### src/rtl/seg_scan_ctrl.sv
// Six-digit multiplexed 7-segment scan controller (common anode, active-low segments).
// Captures one consistent snapshot per frame and applies leading-zero blanking, sign and decimal points.
module seg_scan_ctrl #(
    parameter int unsigned CNT_MAX = 49_999
) (
    input  logic       sys_clk,
    input  logic       sys_rst_n,
    input  logic [3:0] unit,
    input  logic [3:0] ten,
    input  logic [3:0] hun,
    input  logic [3:0] tho,
    input  logic [3:0] t_tho,
    input  logic [3:0] h_tho,
    input  logic [5:0] point,
    input  logic       sign,
    input  logic       seg_en,
    output logic [5:0] sel,
    output logic [7:0] seg
);

    localparam int unsigned CW = ($clog2(CNT_MAX + 1) > 0) ? $clog2(CNT_MAX + 1) : 1;

    logic [CW-1:0]  cnt_q, cnt_d;
    logic [2:0]     idx_q, idx_d;
    logic [5:0][3:0] dig_q, dig_d;
    logic [5:0]     pnt_q, pnt_d;
    logic           sgn_q, sgn_d;
    logic [5:0]     sel_q, sel_d;
    logic [7:0]     seg_q, seg_d;

    logic           last_cnt;
    logic           load;
    logic [2:0]     msd;
    logic [3:0]     cur_dig;
    logic [7:0]     enc;

    function automatic logic [7:0] bcd_to_seg(input logic [3:0] d);
        logic [7:0] s;
        case (d)
            4'd0:    s = 8'hC0;
            4'd1:    s = 8'hF9;
            4'd2:    s = 8'hA4;
            4'd3:    s = 8'hB0;
            4'd4:    s = 8'h99;
            4'd5:    s = 8'h92;
            4'd6:    s = 8'h82;
            4'd7:    s = 8'hF8;
            4'd8:    s = 8'h80;
            4'd9:    s = 8'h90;
            default: s = 8'hFF;
        endcase
        return s;
    endfunction

    // Encoding of the digit currently selected, taken from the frame snapshot.
    always_comb begin
        msd = '0;
        for (int unsigned i = 0; i < 6; i++) begin
            if (dig_q[i] != 4'd0) msd = 3'(i);
        end
        cur_dig = dig_q[idx_q];
        if (idx_q > msd) begin
            enc = (sgn_q && (idx_q == 3'(msd + 3'd1))) ? 8'hBF : 8'hFF;
        end else begin
            enc = bcd_to_seg(cur_dig);
        end
        if (pnt_q[idx_q]) enc[7] = 1'b0;
    end

    always_comb begin
        last_cnt = (cnt_q == CW'(CNT_MAX));
        cnt_d    = cnt_q;
        idx_d    = idx_q;
        load     = 1'b0;
        sel_d    = '0;
        seg_d    = '1;
        if (!seg_en) begin
            cnt_d = '0;
            idx_d = '0;
            load  = 1'b1;
        end else begin
            cnt_d = last_cnt ? '0 : cnt_q + 1'b1;
            if (last_cnt) idx_d = (idx_q == 3'd5) ? 3'd0 : idx_q + 3'd1;
            load  = last_cnt && (idx_q == 3'd5);
            sel_d = 6'b000001 << idx_q;
            seg_d = enc;
        end
        dig_d = dig_q;
        pnt_d = pnt_q;
        sgn_d = sgn_q;
        if (load) begin
            dig_d = {h_tho, t_tho, tho, hun, ten, unit};
            pnt_d = point;
            sgn_d = sign;
        end
    end

    always_ff @(posedge sys_clk or negedge sys_rst_n) begin
        if (!sys_rst_n) begin
            cnt_q <= '0;
            idx_q <= '0;
            dig_q <= '0;
            pnt_q <= '0;
            sgn_q <= 1'b0;
            sel_q <= '0;
            seg_q <= '1;
        end else begin
            cnt_q <= cnt_d;
            idx_q <= idx_d;
            dig_q <= dig_d;
            pnt_q <= pnt_d;
            sgn_q <= sgn_d;
            sel_q <= sel_d;
            seg_q <= seg_d;
        end
    end

    assign sel = sel_q;
    assign seg = seg_q;

endmodule

### config.mk
export PLATFORM = sky130hd
export DESIGN_NAME = seg_scan_ctrl
export DESIGN_NICKNAME = d
export VERILOG_FILES = /design/src/rtl/seg_scan_ctrl.sv
export SDC_FILE = /design/constraint.sdc
export NUM_CORES = 1
export LEC_CHECK = 0
export CAP_MARGIN = 40
export CORE_UTILIZATION = 59
export CTS_CLUSTER_DIAMETER = 200
export DETAILED_ROUTE_END_ITERATION = 7
export PLACE_DENSITY_LB_ADDON = 0.08
export SLEW_MARGIN = 10
export SYNTH_ARGS = -nofsm -noshare
export SYNTH_HDL_FRONTEND = slang
export SYNTH_SLANG_ARGS = --single-unit
### constraint.sdc
create_clock -name sys_clk -period 4.2 [get_ports sys_clk]
set_input_delay 0.63 -clock sys_clk [delete_from_list [all_inputs] [get_ports sys_clk]]
set_output_delay 0.63 -clock sys_clk [all_outputs]
set_load 0.005 [all_outputs]
# Yosys cells after proc, flatten, opt, wreduce, memory -nomap -nowiden
# Memories as Yosys holds them, arrays and structs flattened.
# Cells that the tools add are included.
totals:
  register_bits: 64
  mem_bits_ro: 112
  ramBits: 0
  output_inout_bits: 14
  latchBits: 0
  mem_count: 1
op_classes:
  n_div: 0
  n_reduce_logical: 7
  bitwise: 0
  mul: 0
  order_cmp: 2
  shifts: 1
  eq_ne: 4
  addsub: 3
  muxes: 20
mem_list:
  columns: ["memory", "words", "word_bits", "rd", "rd_ports_with_merged_regs", "write_ports", "line", "source"]
  rows:
  - ["(no name shown)", 16, 7, 1, 0, 0, "39", "case (d)"]
ops:
  columns: ["operator", "count"]
  rows:
  - ["16-bit 2-to-1 mux", 2]
  - ["4-bit nonzero test", 5]
  - ["3-bit 2-to-1 mux", 6]
  - ["16-bit by 1-bit adder with 16-bit output (second input constant)", 1]
  - ["16-bit equality test (second input constant)", 1]
  - ["8-bit 2-to-1 mux", 2]
  - ["4-bit binary-select mux with 3-bit select", 1]
  - ["7-bit 2-to-1 mux", 1]
  - ["3-bit by 1-bit adder with 3-bit output (second input constant)", 2]
  - ["6-bit 2-to-1 mux", 1]
  - ["1-bit by 3-bit left shift with 6-bit output (first input constant)", 1]
  - ["3-bit by 4-bit < comparator with 1-bit output (second input constant)", 1]
  - ["1-bit 2-to-1 mux", 4]
  - ["4-bit 2-to-1 mux", 1]
  - ["1-bit binary-select mux with 3-bit select", 1]
  - ["3-bit equality test", 1]
  - ["3-bit equality test (second input constant)", 1]
  - ["3-bit greater-than comparator", 1]
  - ["1-bit logical AND", 2]
  - ["2-bit 2-to-1 mux", 1]
  - ["2-bit by 1-bit != test with 1-bit output (second input constant)", 1]

# Depth between registers and ports, before layout
# Gate-level depths: netlist of run 1.
logic_depth:
  word_depth: 13
  ltp_mapped: 11

# Worst setup path before layout of run 1
# OpenSTA, ideal clock, no wires.
synth_timing:
  kind: "flip-flop to flip-flop"
  from: "register idx_q[1]"
  to: "register seg_q[6] (netlist: seg[6])"
  n_path_buf: 2
  synth_period_minus_slack_ns: 2.195
  setup_slack_ns: 2.005
  t_arrival_ns: 2.099
  setup_time_ns: 0.096
  path_stages_with_launch: 9
  cell_sequence: "dfrtp_1 -> buf_6 -> clkbuf_1 -> mux2_2 -> a31oi_1 -> inv_1 -> ha_1 -> a211oi_1 -> o32ai_2"
synth_between:
  elab_chain_cells: 5
  elab_cells_between_ends: 9
  classes_between: "order compare: 1; eq/ne: 1; mux: 5; reduce/logical: 1; memory: 1"
synth_rtl:
  columns: ["element", "line", "source"]
  rows:
  - ["start, declared", "24", "logic [2:0] idx_q, idx_d;"]
  - ["start signal, assigned", "109", "idx_q <= idx_d;"]
  - ["4-bit binary-select mux with 3-bit select / 3-bit equality test (equally long branches)", "61, 63", null]
  - ["4-bit 2-to-1 mux (not written as such) / 1-bit logical AND (equally long branches)", "61, 63", null]
  - ["memory 16 x 7 bit / 7-bit 2-to-1 mux (equally long branches)", null, null]
  - ["8-bit 2-to-1 mux (*)", "62", "if (idx_q > msd) begin"]
  - ["8-bit 2-to-1 mux (*)", "77", "if (!seg_en) begin"]
  - ["named net seg_d[6]", "29", "logic [7:0] seg_q, seg_d;"]
  - ["end signal, assigned", "114", "seg_q <= seg_d;"]
  - ["end, declared", "29", null]
# The timed path passes the listed nets; every way through them passes the cells marked *. The select of a mux whose other input is x is not followed.
# A chain may end at the register's enable or synchronous reset.

# Worst setup path after layout of run 1
# Same ends and word-level chain as after synthesis.

==> run_results.csv, run 1 <==
group,metric,value,unit
sta,post-route-min-period,2500,ps
placement,placed_area,0.00380,mm2
yosys,synth_edf_count,0,
clocking,cts_buffer_depth,2,
setup_path,critPathArrivalTime,2750,ps
clocking,cts_hold_repair.buffers,0,
global_routing,grt_first_pass_wirelength,10400,um
sta,final-setup-viol-count,0,
sta,rsz0062_at_grt,"no",
setup_path,critPathKind,"flip-flop to flip-flop",
sta,worst_clock_skew,5.00,ps
pwr,power.leakage,1.74,nW
layout,areaGrowthSynthToFinish,20.0,%
routing,routed_wire_length_per_instance,14.5,um
yosys,synth_largest_type_area_fraction,42.2,%
yosys,seq_area_frac_synth,48.5,%
clocking,clk_pin_slew,70,ps
layout,post_layout_nets,369,
worst_hold_path,worst_hold_path_type,"input port to async pin",
setup_path,timing.critical_path.from_type,"flip-flop",
sta,max-slew-margin-rel,45.6,%
clocking,cts_resized,0,
global_routing,overflow,0,
yosys,number_of_synthesized_register_bits,64,
die,rows,26,
layout,layout.cells.most_common_list,"dfrtp_1 (56), clkdlybuf4s50_1 (46), mux2_4 (30)",
sta,timing_hold_violations_final,0,
sta,totalNegativeSetupSlack,0,ps
yosys,synthArstFlopShare,100,%
setup_path,worstPathRequired,4450,ps
yosys,synthTopCellsByArea,"dfrtp_1 (42%), mux2_4 (14%), dfstp_2 (6.3%)",
global_routing,grt_max_degree,32,
routing,detailroute.via_count,2151,
die,die_height,77.0,um
sta,layout_worst_path_cycle_share,59.6,%
sta,finalMaxSlewViolations,0,
clocking,clock_tree_from_tritoncts,"yes",
layout,stdcell_area,0.00398,mm2
routing,antenna_left,0,
clocking,cts_post_setup_buffers_inserted,0,
yosys,ys.warnings.count,0,
placement,placement.io_buffers,47,
layout,utilization,75.6,%
clocking,tritoncts_num_sinks,64,
die,die_w,77.0,um
layout,multi_input_area,0.00157,mm2
clocking,worstSkewPairLatency,340,ps
setup_path,cp-startpoint,"idx_q[1]",
yosys,syn_inst,274,
global_routing,grt_antenna_before_repair,0,
layout,layout.filler_cells,367,
layout,n_antenna_cell,0,
die,start_util,63.0,%
routing,routed_wirelength,5800,um
routing,drc,0,
yosys,post_synth_num_cell_types,43,
yosys,largest_area_contributor_in_the_synthesized_netlist,"dfrtp_1",
placement,detailedPlacementHpwl,4210,um
setup_path,rr_worst_depth,7,
yosys,syn-cell-area,0.00332,mm2
placement,routabilityCongestion,0.820,
routing,drt_pre_antenna_iters,4,
yosys,avg_inst_size_synth,12.1,um2
clocking,cts_root_buf,"clkbuf_8",
setup_path,timing.rr.start,"idx_q[1]",
clocking,cts_made_buffers,9,
setup_path,timing.rr.end,"seg[6]",
routing,via_per_inst,5.39,
die,die_area,0.00593,mm2
pwr,power.density,348,mW/mm2
global_routing,grt_usage,23.0,%
die,placeableCoreArea,0.00527,mm2
setup_path,timing.critical_path.fanout_max,19,
yosys,synth_ff_type,"dfrtp_1",
routing,first_iter_violations,97,
layout,regArea,0.00161,mm2
yosys,synth_fp_nets,319,
layout,instances_no_fill,399,
clocking,htreeDepth,3,
job,drv.max_cap_violation_count,0,
layout,final_layout_size_suffix_gt1_share,20.7,%
setup_path,ff2ff_setup_slack,1700,ps
global_routing,via_count_of_the_first_global_routing_pass,2140,
pwr,report.power.total,1.39,mW
sta,transition_time_at_the_pin_with_the_least_slew_margin,815,ps
pwr,power.ir.vdd_worst,0.000300,V
setup_path,critPathCaptureType,"flip-flop",
layout,final_common_cell,"dfrtp_1",
placement,placed_cells_incl_taps,383,
die,num_io_pins,48,
run_status,outcome,"complete, no violations",
sta,max_freq,0.400,GHz
-- synth_stat cells, types with 2 or more instances --
cell,number
dfstp_2,8
o221ai_1,2
and3_1,4
nor2b_1,3
inv_1,7
nor3_1,5
mux2_4,30
nand4_1,2
buf_2,2
mux2_2,4
xor2_1,12
or3_1,2
nand3_1,6
clkbuf_1,2
nand2_1,22
a211oi_1,2
dfrtp_1,56
nor2_1,25
xnor2_1,6
nand2b_1,6
mux2i_1,12
buf_12,3
o21ai_0,7
nor4_1,6
and2_1,5
ha_1,11
buf_6,3
nand3_2,2
a21oi_1,5
-- metal layers --
layer,vias up,part of all wire [%],global-route usage (%)
met5,-,0,0
met4,0,1.3,9.62
met3,9,4.0,5.00
met2,56,46,34.6
met1,1033,48,32.3
li1,1053,-,-
-- worst max-delay path: stages (launching register included) --
cell      delay [ps]
dfrtp_1          820
mux2i_1          340
o22ai_1          130
a31oi_1          380
inv_1            120
ha_1             220
a211oi_1         270
o32ai_2          140
-- where the power goes --
group	internal [mW]	switching [mW]
clock	0.271	0.235
combinational	0.115	0.0731
sequential	0.663	0.0285
total	1.05	0.336
-- per-stage QoR --
stage	setup slack, ps	hold WS (ps)
global route	1370	239
finish	1700	215
global placement	1760	458
floorplan	2010	334
CTS	1680	212
detailed placement	1700	486
-- layout make-up --
type	count	share of cell area, %
tap	70	2.20
timing repair buffer	49	12.6
inverter	8	0.754
clock buffer	10	3.20
sequential	64	40.5
multi-input combinational	192	39.3
clock inverter	6	1.51
-- kinds of logic (layout without fill, tap and decap cells) --
kind of cell | after synthesis | after routing | synth area share, %
and+or+nand+nor | 93 | 93 | 14.4
DFF | 64 | 64 | 48.5
muxes | 47 | 47 | 19.2
AOI/OAI and AO/OA | 23 | 23 | 4.67
xor gates and xnor gates | 18 | 18 | 4.75
buffers and inverters | 18 | 73 | 4.26
adders and majority gates | 11 | 11 | 4.15
-- how the worst max path moves through the flow --
stage,end,slack (ps)
final,seg[6],1700
after global routing,seg[2],1370
after CTS,seg[5],1680
after detailed placement,sgn_q,1700
after global placement,sgn_q,1760
after floorplan,seg[6],2010
-- state kept, by name, summed over array words and instances, names as in the netlist --
signal  flops
idx_q       3
cnt_q      16
sel         6
dig_q      24
seg         8
sgn_q       1
pnt_q       6
(Power assumes the default switching activity.)
==> run 2, diff against run 1 <==
--- a/config.mk
+++ b/config.mk
@@ -6,7 +6,7 @@
 export NUM_CORES = 1
 export LEC_CHECK = 0
 export CAP_MARGIN = 40
-export CORE_UTILIZATION = 59
+export CORE_UTILIZATION = 49
 export CTS_CLUSTER_DIAMETER = 200
 export DETAILED_ROUTE_END_ITERATION = 7
 export PLACE_DENSITY_LB_ADDON = 0.08
==> constraint.sdc (replaced) <==
create_clock -name sys_clk -period 2.2 [get_ports sys_clk]
set_input_delay 0.33 -clock sys_clk [delete_from_list [all_inputs] [get_ports sys_clk]]
set_output_delay 0.33 -clock sys_clk [all_outputs]
set_load 0.005 [all_outputs]
==> run_results.csv, run 2 (synthesized netlist as in run 1, its figures left out) <==
group,metric,value,unit
sta,transition_time_at_the_pin_with_the_least_slew_margin,421,ps
clocking,cts_made_buffers,9,
layout,final_common_cell,"dfrtp_1",
sta,layout_worst_path_cycle_share,95.4,%
pwr,power.combinational.fraction,16.1,%
pwr,power.net_switching,0.639,mW
placement,placement.io_buffers,47,
sta,worst_clock_skew,13.4,ps
layout,layout.cells.most_common_list,"dfrtp_1 (56), clkdlybuf4s50_1 (46), mux2_4 (30)",
sta,timing.hold.ws,-16.5,ps
sta,max-slew-margin-rel,71.9,%
die,die_height,84.3,um
layout,regMostFlops,"dig_q",
placement,placed_cells_incl_taps,411,
clocking,cts_root_buf,"clkbuf_8",
die,rows,29,
setup_path,timing.critical_path.fanout_max,7,
placement,routabilityCongestion,0.782,
die,die_w,84.3,um
clocking,worstSkewPairLatency,340,ps
die,num_io_pins,48,
pwr,power.ir.vdd_worst,0.000359,V
pwr,power.leakage,1.89,nW
sta,finalMaxSlewViolations,0,
die,start_util,51.4,%
setup_path,critPathCaptureType,"flip-flop",
layout,stdcell_area,0.00431,mm2
routing,drc,2,
global_routing,grt_first_pass_wirelength,10800,um
layout,areaGrowthSynthToFinish,29.8,%
routing,detailroute.via_count,2277,
pwr,netSwitchingFraction,24.2,%
clocking,clk_pin_slew,70,ps
routing,routed_wire_length_per_instance,14.9,um
clocking,cts_hold_repair.buffers,0,
routing,first_iter_violations,81,
setup_path,timing.critical_path.from_type,"flip-flop",
die,placeableCoreArea,0.00646,mm2
pwr,share_clk_of_total_power,33.5,%
sta,max_freq,0.476,GHz
clocking,clock_tree_from_tritoncts,"yes",
sta,timing_hold_violations_final,10,
run_status,outcome,"finished with violations",
layout,layout.filler_cells,504,
job,drv.max_cap_violation_count,0,
sta,final-setup-viol-count,0,
worst_hold_path,worst_hold_path_type,"input port to async pin",
pwr,seq_power_share,50.5,%
global_routing,grt_usage,19.5,%
sta,post-route-min-period,2100,ps
global_routing,via_count_of_the_first_global_routing_pass,2263,
global_routing,grt_antenna_before_repair,0,
placement,detailedPlacementHpwl,4500,um
sta,rsz0062_at_grt,"no",
run_status,violations,"design-rule violations, negative hold slack",
routing,routed_wirelength,6410,um
placement,placed_area,0.00399,mm2
routing,drt_pre_antenna_iters,8,
clocking,cts_buffer_depth,2,
global_routing,grt_max_degree,65,
die,die_area,0.00711,mm2
routing,antenna_left,0,
setup_path,worstPathRequired,2430,ps
setup_path,critPathKind,"flip-flop to flip-flop",
pwr,power.density,613,mW/mm2
setup_path,critPathArrivalTime,2330,ps
layout,utilization,66.7,%
layout,final_layout_size_suffix_gt1_share,29.2,%
clocking,tritoncts_num_sinks,64,
clocking,htreeDepth,3,
global_routing,overflow,0,
layout,largest_register_ffs,24,
pwr,cell_internal_pwr,2.00,mW
layout,instances_no_fill,430,
routing,via_per_inst,5.30,
layout,post_layout_nets,393,
pwr,report.power.total,2.64,mW
layout,n_antenna_cell,0,
[run 2: cell count changes in the layout (fill, tap and decap cells not counted), moves of 3 or more]
| cell | change |
|---|---|
| o21ai_0 | -4 |
| buf_4 | +20 |
| nor4_2 | +3 |
| ha_1 | -3 |
| nor4_1 | -5 |
| clkbuf_1 | +3 |
| o21ai_1 | +3 |
| buf_12 | +4 |
[run 2: metrics by stage]
stage / setup TNS (ps) / setup WS (ps) / hold WS (ps)
6_report: 0 / 100 / -16.5
5_1_grt: 0 / 0.391 / 30.4
4_1_cts: 0 / 12.6 / 5.67
3_5_place_dp: -9.45 / -9.45 / 368
3_3_place_gp: 0 / 62.2 / 367
2_1_floorplan: 0 / 5.04 / 34.4
[run 2: layout make-up]
| type | instances | area [um2] | area share, % |
|---|---|---|---|
| clock buffer | 15 | 166 | 3.86 |
| timing repair buffer | 73 | 728 | 16.9 |
| inverter | 8 | 30.0 | 0.697 |
| sequential | 64 | 1610 | 37.4 |
| tap | 77 | 96.3 | 2.24 |
| multi-input combinational | 192 | 1670 | 38.8 |
| clock inverter | 1 | 5.00 | 0.116 |
[run 2: metal layers]
metal  routed length, um  up-vias  track usage [%]  part of all wire, %
met5                   0        -                0                    0
met3                 184        8             4.23                  2.9
met4                  76        0             7.52                  1.2
met2                3050       47             28.8                   48
met1                3090     1121             28.1                   48
li1                    -     1101                -                    -
[run 2: power by group through the flow]
stage | sequential (mW) | combinational (mW) | clock (mW)
after floorplan | 1.33 | 0.221 | 0
after global placement | 1.34 | 0.395 | 0
after detailed placement | 1.34 | 0.404 | 0
after CTS | 1.32 | 0.406 | 0.902
after global routing | 1.34 | 0.465 | 0.966
final | 1.33 | 0.424 | 0.884
[run 2: worst paths after layout]
path                       slack (ps)  startpoint        to  cells past startpoint
max                               100   dig_q[23]    seg[6]                     10
min                               -20   sys_rst_n  cnt_q[8]                      2
max reg2reg                       100   dig_q[23]    seg[6]                     10
min reg2reg                       520    pnt_q[1]  pnt_q[1]                      1
max in group asynchronous        1880   sys_rst_n    seg[4]                      2
min in group sys_clk              520    pnt_q[1]  pnt_q[1]                      1
[run 2: critical path, stage by stage (launching register included)]
cell	delay [ps]
dfrtp_1	410
nor4_2	320
nand2_1	130
inv_2	80
nand2_2	70
ha_4	280
nor2b_4	130
o21ai_2	70
a32oi_2	260
nor2b_4	100
o32ai_2	150
[run 2: what timing repair did]
action / CTS / global route
endpoints found under the setup margin: 5 / 32
gates cloned: 0 / 1
gates resized for setup: 1 / 21
setup buffers: 0 / 3
pin swaps: 0 / 7
==> run 3, diff against run 2 <==
--- a/config.mk
+++ b/config.mk
@@ -5,6 +5,7 @@
 export SDC_FILE = /design/constraint.sdc
 export NUM_CORES = 1
 export LEC_CHECK = 0
+export ABC_AREA = 0
 export CAP_MARGIN = 40
 export CORE_UTILIZATION = 49
 export CTS_CLUSTER_DIAMETER = 200
==> results of run 3 <==
The final DEF is identical to that of run 2; final timing and power are the same.
